<file path="src/rtl/pwm_multi_ctrl_pkg.sv">
// Shared register map, minimum period and address decode for the multi-channel PWM block.
package pwm_multi_ctrl_pkg;

  localparam int unsigned ADDR_PERIOD    = 0;
  localparam int unsigned ADDR_ENABLE    = 1;
  localparam int unsigned ADDR_DUTY_BASE = 2;
  localparam int unsigned MIN_PERIOD     = 2;

  typedef enum logic [1:0] {
    REG_NONE,
    REG_PERIOD,
    REG_ENABLE,
    REG_DUTY
  } reg_sel_e;

  // Addresses beyond the last duty register select nothing, so such writes are dropped.
  function automatic reg_sel_e decode_addr(input int unsigned addr, input int unsigned ch_num);
    reg_sel_e sel;
    if (addr == ADDR_PERIOD) sel = REG_PERIOD;
    else if (addr == ADDR_ENABLE) sel = REG_ENABLE;
    else if (addr < ADDR_DUTY_BASE + ch_num) sel = REG_DUTY;
    else sel = REG_NONE;
    return sel;
  endfunction

endpackage

</file>
<file path="src/rtl/pwm_multi_ctrl_channel.sv">
// One PWM channel: pending/active duty and enable, plus the registered output compare.
module pwm_channel
  import pwm_multi_ctrl_pkg::*;
#(
  parameter int CNT_W    = 28,
  parameter int DEF_DUTY = 25000000
) (
  input  logic             CLK,
  input  logic             RST_N,
  input  logic [CNT_W-1:0] cnt,
  input  logic             wrap,
  input  logic             duty_wr,
  input  logic [CNT_W-1:0] duty_data,
  input  logic             enable_wr,
  input  logic             enable_data,
  output logic             pwm
);

  logic [CNT_W-1:0] duty_pend;
  logic [CNT_W-1:0] duty_act;
  logic             enable_pend;
  logic             enable_act;

  // Active copies are refreshed from the pre-write pending values, so a write landing
  // on the wrap cycle only takes effect one period later.
  always_ff @(posedge CLK or negedge RST_N) begin
    if (!RST_N) begin
      duty_pend   <= CNT_W'(DEF_DUTY);
      duty_act    <= CNT_W'(DEF_DUTY);
      enable_pend <= 1'b1;
      enable_act  <= 1'b1;
      pwm         <= 1'b0;
    end else begin
      if (wrap) begin
        duty_act   <= duty_pend;
        enable_act <= enable_pend;
      end
      if (duty_wr) duty_pend <= duty_data;
      if (enable_wr) enable_pend <= enable_data;
      pwm <= enable_act && (cnt < duty_act);
    end
  end

endmodule

</file>
<file path="src/rtl/pwm_multi_ctrl.sv">
// Multi-channel PWM controller: shared period counter, double-buffered register file,
// one pwm_channel per output.
module pwm_multi_ctrl
  import pwm_multi_ctrl_pkg::*;
#(
  parameter int CH_NUM     = 4,
  parameter int CNT_W      = 28,
  parameter int ADDR_W     = 5,
  parameter int DEF_PERIOD = 50000000,
  parameter int DEF_DUTY   = 25000000
) (
  input  logic              CLK,
  input  logic              RST_N,
  input  logic              WR_EN,
  input  logic [ADDR_W-1:0] WR_ADDR,
  input  logic [CNT_W-1:0]  WR_DATA,
  output logic [CH_NUM-1:0] PWM_OUT,
  output logic              PERIOD_STB
);

  logic              rst_n_sync;
  logic [CNT_W-1:0]  cnt;
  logic [CNT_W-1:0]  period_pend;
  logic [CNT_W-1:0]  period_act;
  logic [CNT_W-1:0]  period_eff;
  logic              wrap;
  reg_sel_e          wr_sel;
  logic              wr_period;
  logic              wr_enable;
  logic [CH_NUM-1:0] wr_duty;

  // Reset asserts immediately but releases on a clock edge, so every register leaves
  // reset together one cycle after RST_N rises.
  always_ff @(posedge CLK or negedge RST_N) begin
    if (!RST_N) rst_n_sync <= 1'b0;
    else        rst_n_sync <= 1'b1;
  end

  always_comb begin
    wr_sel    = decode_addr(32'(WR_ADDR), CH_NUM);
    wr_period = WR_EN && (wr_sel == REG_PERIOD);
    wr_enable = WR_EN && (wr_sel == REG_ENABLE);
    for (int k = 0; k < CH_NUM; k++) begin
      wr_duty[k] = WR_EN && (wr_sel == REG_DUTY) && (32'(WR_ADDR) == ADDR_DUTY_BASE + k);
    end
  end

  // Periods of 0 or 1 are stretched to the minimum so the counter always has a wrap cycle.
  always_comb begin
    period_eff = (period_act < CNT_W'(MIN_PERIOD)) ? CNT_W'(MIN_PERIOD) : period_act;
    wrap       = (cnt >= period_eff - CNT_W'(1));
  end

  always_ff @(posedge CLK or negedge rst_n_sync) begin
    if (!rst_n_sync) begin
      cnt         <= '0;
      period_pend <= CNT_W'(DEF_PERIOD);
      period_act  <= CNT_W'(DEF_PERIOD);
      PERIOD_STB  <= 1'b0;
    end else begin
      if (wrap) begin
        cnt        <= '0;
        period_act <= period_pend;
      end else begin
        cnt <= cnt + CNT_W'(1);
      end
      if (wr_period) period_pend <= WR_DATA;
      PERIOD_STB <= wrap;
    end
  end

  for (genvar k = 0; k < CH_NUM; k++) begin : g_ch
    pwm_channel #(
      .CNT_W    (CNT_W),
      .DEF_DUTY (DEF_DUTY)
    ) u_ch (
      .CLK         (CLK),
      .RST_N       (rst_n_sync),
      .cnt         (cnt),
      .wrap        (wrap),
      .duty_wr     (wr_duty[k]),
      .duty_data   (WR_DATA),
      .enable_wr   (wr_enable),
      .enable_data (WR_DATA[k]),
      .pwm         (PWM_OUT[k])
    );
  end

endmodule

</file>
<file path="config.mk">
export PLATFORM = sky130hd
export DESIGN_NAME = pwm_multi_ctrl
export DESIGN_NICKNAME = d
export VERILOG_FILES = /design/src/rtl/pwm_multi_ctrl_pkg.sv /design/src/rtl/pwm_multi_ctrl_channel.sv /design/src/rtl/pwm_multi_ctrl.sv
export SDC_FILE = /design/constraint.sdc
export NUM_CORES = 1
export LEC_CHECK = 0
export ABC_CLOCK_PERIOD_IN_PS = 13350
export BUFFER_PORTS_ARGS = -buffer_cell sky130_fd_sc_hd__clkbuf_2
export CAP_MARGIN = 20
export CORE_MARGIN = 5
export CORE_UTILIZATION = 25
export CTS_CLUSTER_DIAMETER = 120
export CTS_CLUSTER_SIZE = 30
export DETAILED_ROUTE_END_ITERATION = 6
export PLACE_DENSITY = 0.48
export SLEW_MARGIN = 10
export SYNTH_ARGS = -nofsm -noshare
export SYNTH_HDL_FRONTEND = slang
export SYNTH_SLANG_ARGS = --single-unit
</file>
<file path="constraint.sdc">
create_clock -name CLK -period 13.35 [get_ports CLK]
set_clock_uncertainty 0.1 [all_clocks]
set_input_delay 3.3375 -clock CLK [delete_from_list [all_inputs] [get_ports CLK]]
set_output_delay 3.3375 -clock CLK [all_outputs]
set_load 0.005 [all_outputs]
</file>
==> summary by stage <==
Clock network
The insertion delay of the later-clocked pin in the worst-skew pair is 0.53 ns. The setup fix buffers added after clock tree synthesis is 0. The H-tree depth is 1. The clock tree root buffer cell is clkbuf_16.

The number of gates resized after CTS was 0. For this design, the CTS-stage hold fixing added 0 buffers. The count of clock tree sinks is 322. The clock transition time at the flip-flop clock pins of the worst setup and hold paths is 0.12 ns. In this run, CTS created clock tree buffers numbering 15. The clock tree from TritonCTS is yes.

The clock passes through at most 3 buffers.

Cells and area
The number of filler cells placed in the layout is 6619. In the layout the commonest cells are 227 x mux2_2, 193 x dfrtp_1, 138 x ha_1, 128 x dfstp_2, 111 x inv_1. The number of diodes added for antenna fixing is 0. In the final layout, the share of cells above drive strength 1 is 0.376. The finished layout cell area is 18000 um^2. The number of nets in the final layout is 1477. The library cell used most frequently in the layout, excluding fill and tap cells, is mux2_2.

The layout-stage area growth over the synthesis result is 9.85%.

GRT
The via count of the first global-routing pass was 9961. Entering global routing, the biggest net connects 176 pins. The global-route wire length before repair is around 60000 um. The number of antenna violations at the first check in global routing is 0.

For this run the aggregate overflow at the end of global routing stands at 0. Across every metal layer, demand over resource in global routing totals 0.106.

Setup path
The worst register-to-register path begins at period_act[4]$_DFFE_PN0P_. STA classifies the critical path endpoint as a flop. The setup check on the worst reg-to-reg path leaves a slack of 6.69 ns.

The worst endpoint data arrival time is 6.99 ns. The slowest stage of the critical path belongs to the cell buf_4. The critical path required time is approximately 14 ns. The element type at the critical path start is a flop. The category of the critical setup timing path is flop to flop. The maximum fanout count along the critical path is 105. The maximum cell stage delay along the critical path is about 0.9 ns. The number of cells on the worst reg-to-reg path is 17. The signal on the critical path passes through nor4_1 > nand2_1 > or4_1 > o21ai_0 > ha_1 > nand3_1 > or2_2 > nor3_1 > xnor2_1 > ha_1 > nand4_1 > nor3_1 > and4bb_2 > a31oi_4 > inv_8 > buf_4 > mux2_2.

The endpoint of the worst register-to-register path is g_ch[3].u_ch.duty_act[23]$_DFFE_PN0P_.

Yosys
Ranked by total cell area, the synthesized netlist is headed by dfrtp_1 30%, dfstp_2 21%, mux2_2 16%. The count of flip-flops with a built-in enable after synthesis is 0. The number of library cell types mapped by synthesis is between 50 and 60. Of all cell types, the one taking the most synthesized area is dfrtp_1. For this run, asynchronously set or reset flops after synthesis account for 1.00. The synthesized netlist net count is about 1400. The share of Yosys cell area claimed by the top area cell type is 0.297.

For this run, the register share of the synthesized area comes to 0.502. The post-synthesis instance total is 1274. Counting flops and latches in the post-synthesis netlist gives 322. The count of warnings emitted by yosys is 0. In the synthesized netlist the dominant register cell turns out to be dfrtp_1. Averaged over all synthesized cells, the footprint is approximately 13 um^2. The post-synth design cell area is 16400 um^2.

Timing
Measured against its own limit, the worst slew margin works out to 0.307. The slack of the critical path is 6.69 ns. The achievable frequency is 0.150 GHz. Setup repair after global routing left no endpoint under its margin. The final critical path time including I/O delays and setup is approximately 6.7 ns. For the final routed database, the setup TNS stands at 0 ns. The final setup violation count is 0. Dividing the final minimum period by the clock period gives 0.499. The transition time of the tightest slew-check pin is 1.04 ns. The number of max-slew violations in the final report is 0. The number of hold violations in the final report is 0.

Power and ir drop
The maximum vdd ir drop is 0.0684 mV. In this run the static leakage power is approximately 8.0 nW. The share of total power dissipated in combinational logic is 0.216. The power density over the cells is 125 nW/um^2. The internal power of the cells totals 1.58 mW.

Of the total power, the share spent switching nets is 0.297. The relative contribution of the clock network to total power is 0.246. The analysis attributes to net switching a power of 0.665 mW. Of the total power, registers draw 0.539.

Die
The die is 266 um tall. The die is 266 um wide. The effective utilization at floorplan is 0.253. The die covers 70600 um^2. The number of placed I/O pins is 41. Row generation in the floorplan step produced 93 rows. In this run the standard cell core region covers 64600 um^2.

Placed design
The routability congestion estimate from global placement is 0.798. Port buffering added 40 buffers. Once detailed placement completed, the half-perimeter wirelength came to about 26000 um. After detailed placement, the total cell area comes to 17500 um^2. OpenSTA, run right after detailed placement, puts the worst setup slack at between 6 and 7 ns.

Route
The routed wire length is about 38000 um. After detailed routing, the average wire length per cell comes to 17.4 um. In this run, the number of DRC markers left after iteration 0 of detailed routing was 433. The final antenna-violating net count is 0. Across all layers, the routed design uses 9552 vias. The DRC violations left is 0. The first detailed-routing pass ran for 5 iterations. The detailed-route vias per instance is 4.41.

Job
The count of maximum capacitance violations is 0.

Min path
The path class of the tightest hold or removal check is flop to async pin.

Status
The run finished with clean final reports.
==> power groups by stage <==
stage | Clock (mW) | Combinational (mW) | Sequential, mW
after global placement | 0 | 0.482 | 1.22
after detailed placement | 0 | 0.492 | 1.23
after floorplan | 0 | 0.355 | 1.20
after global routing | 0.608 | 0.554 | 1.22
final | 0.551 | 0.483 | 1.21
after CTS | 0.579 | 0.495 | 1.21
==> worst max path at each step <==
stage                                from                                    end  slack [ns]  cells after the start
6_report        period_act[4]$_DFFE_PN0P_  g_ch[3].u_ch.duty_act[23]$_DFFE_PN0P_        6.69                     17
5_1_grt         period_act[2]$_DFFE_PN0P_   g_ch[2].u_ch.duty_act[1]$_DFFE_PN0P_        6.17                     17
2_1_floorplan        rst_n_sync$_DFF_PN0_                   PERIOD_STB$_DFF_PN0_        3.81                      0
4_1_cts        period_act[19]$_DFFE_PN1P_   g_ch[2].u_ch.duty_act[3]$_DFFE_PN0P_        6.56                     17
3_5_place_dp   period_act[19]$_DFFE_PN1P_   g_ch[1].u_ch.duty_act[2]$_DFFE_PN0P_        6.59                     17
3_3_place_gp   period_act[19]$_DFFE_PN1P_  g_ch[2].u_ch.duty_act[23]$_DFFE_PN0P_        6.78                     17
==> flip-flops by register name, indices dropped and copies added (netlist names) <==
register               flops
g_ch.u_ch.duty_act       112
g_ch.u_ch.duty_pend      112
cnt                       28
period_act                28
period_pend               28
g_ch.u_ch.enable_act       4
g_ch.u_ch.enable_pend      4
g_ch.u_ch.pwm              4
PERIOD_STB                 1
rst_n_sync                 1
==> worst max-delay path: cells and delay by family (launching register included) <==
| family | cells | cell delay, ns |
|---|---|---|
| xor+xnor | 1 | 0.10 |
| simple gates | 9 | 2.89 |
| mux | 1 | 0.41 |
| compound gates | 2 | 0.39 |
| fa+ha+maj | 2 | 0.60 |
| flops | 1 | 0.44 |
| buf+inv | 2 | 1.46 |
==> cell type report <==
class                   instances  area, um^2  area share
inverters                     112         428      0.0238
flip-flops and latches        322        8220       0.458
well taps                     855        1070      0.0595
repair buffers                 48         298      0.0166
clock buffers                  21         398      0.0221
clock inverters                 3        47.5     0.00265
multi-input cells             804        7510       0.418
==> synthesized netlist by cell type (all sizes together), types with 2 or more instances <==
library cell,number
dfstp,128
nor3b,2
xor2,25
mux2,288
or2,3
xnor2,26
clkbuf,13
nor2,54
o21bai,3
and2,4
ha,138
a31oi,5
nand3b,3
o21a,6
and3,7
a221oi,2
or3,2
nor3,14
nor2b,3
o21ai,35
a21oi,29
and4,6
a2111oi,6
a21o,22
nand2,29
buf,23
nor4,9
or4,5
a211oi,8
nand2b,9
nand3,22
nand4,28
inv,112
dfrtp,194
==> metrics by stage <==
stage	util	instances	hold slack, ns	power (mW)
floorplan	-	1274	0.374	1.55
global placement	0.271	2139	0.379	1.71
detailed placement	0.271	2140	0.387	1.72
CTS	0.278	2164	0.366	2.28
global route	0.278	2165	0.368	2.39
finish	0.278	2165	0.361	2.24
==> logic make-up (layout without fill, tap and decap cells) <==
logic type	Yosys count	after routing	synth area share
AOI/OAI and AO/OA	122	122	0.0478
xor gates and xnor gates	51	51	0.0273
adders and majority gates	138	138	0.106
buffers and inverters	148	184	0.0393
DFF	322	322	0.502
muxes	288	288	0.212
other	1	1	0.000229
and+or+nand+nor	204	204	0.0654
==> routing by layer <==
| layer | GRT usage | up-vias | part of all wire |
|---|---|---|---|
| met5 | 0 | - | 0 |
| li1 | - | 4554 | - |
| met4 | 0.0182 | 0 | 0.012 |
| met2 | 0.182 | 74 | 0.49 |
| met3 | 0.0118 | 25 | 0.023 |
| met1 | 0.147 | 4899 | 0.48 |
No activity file was read; power rests on OpenSTA's default activity.
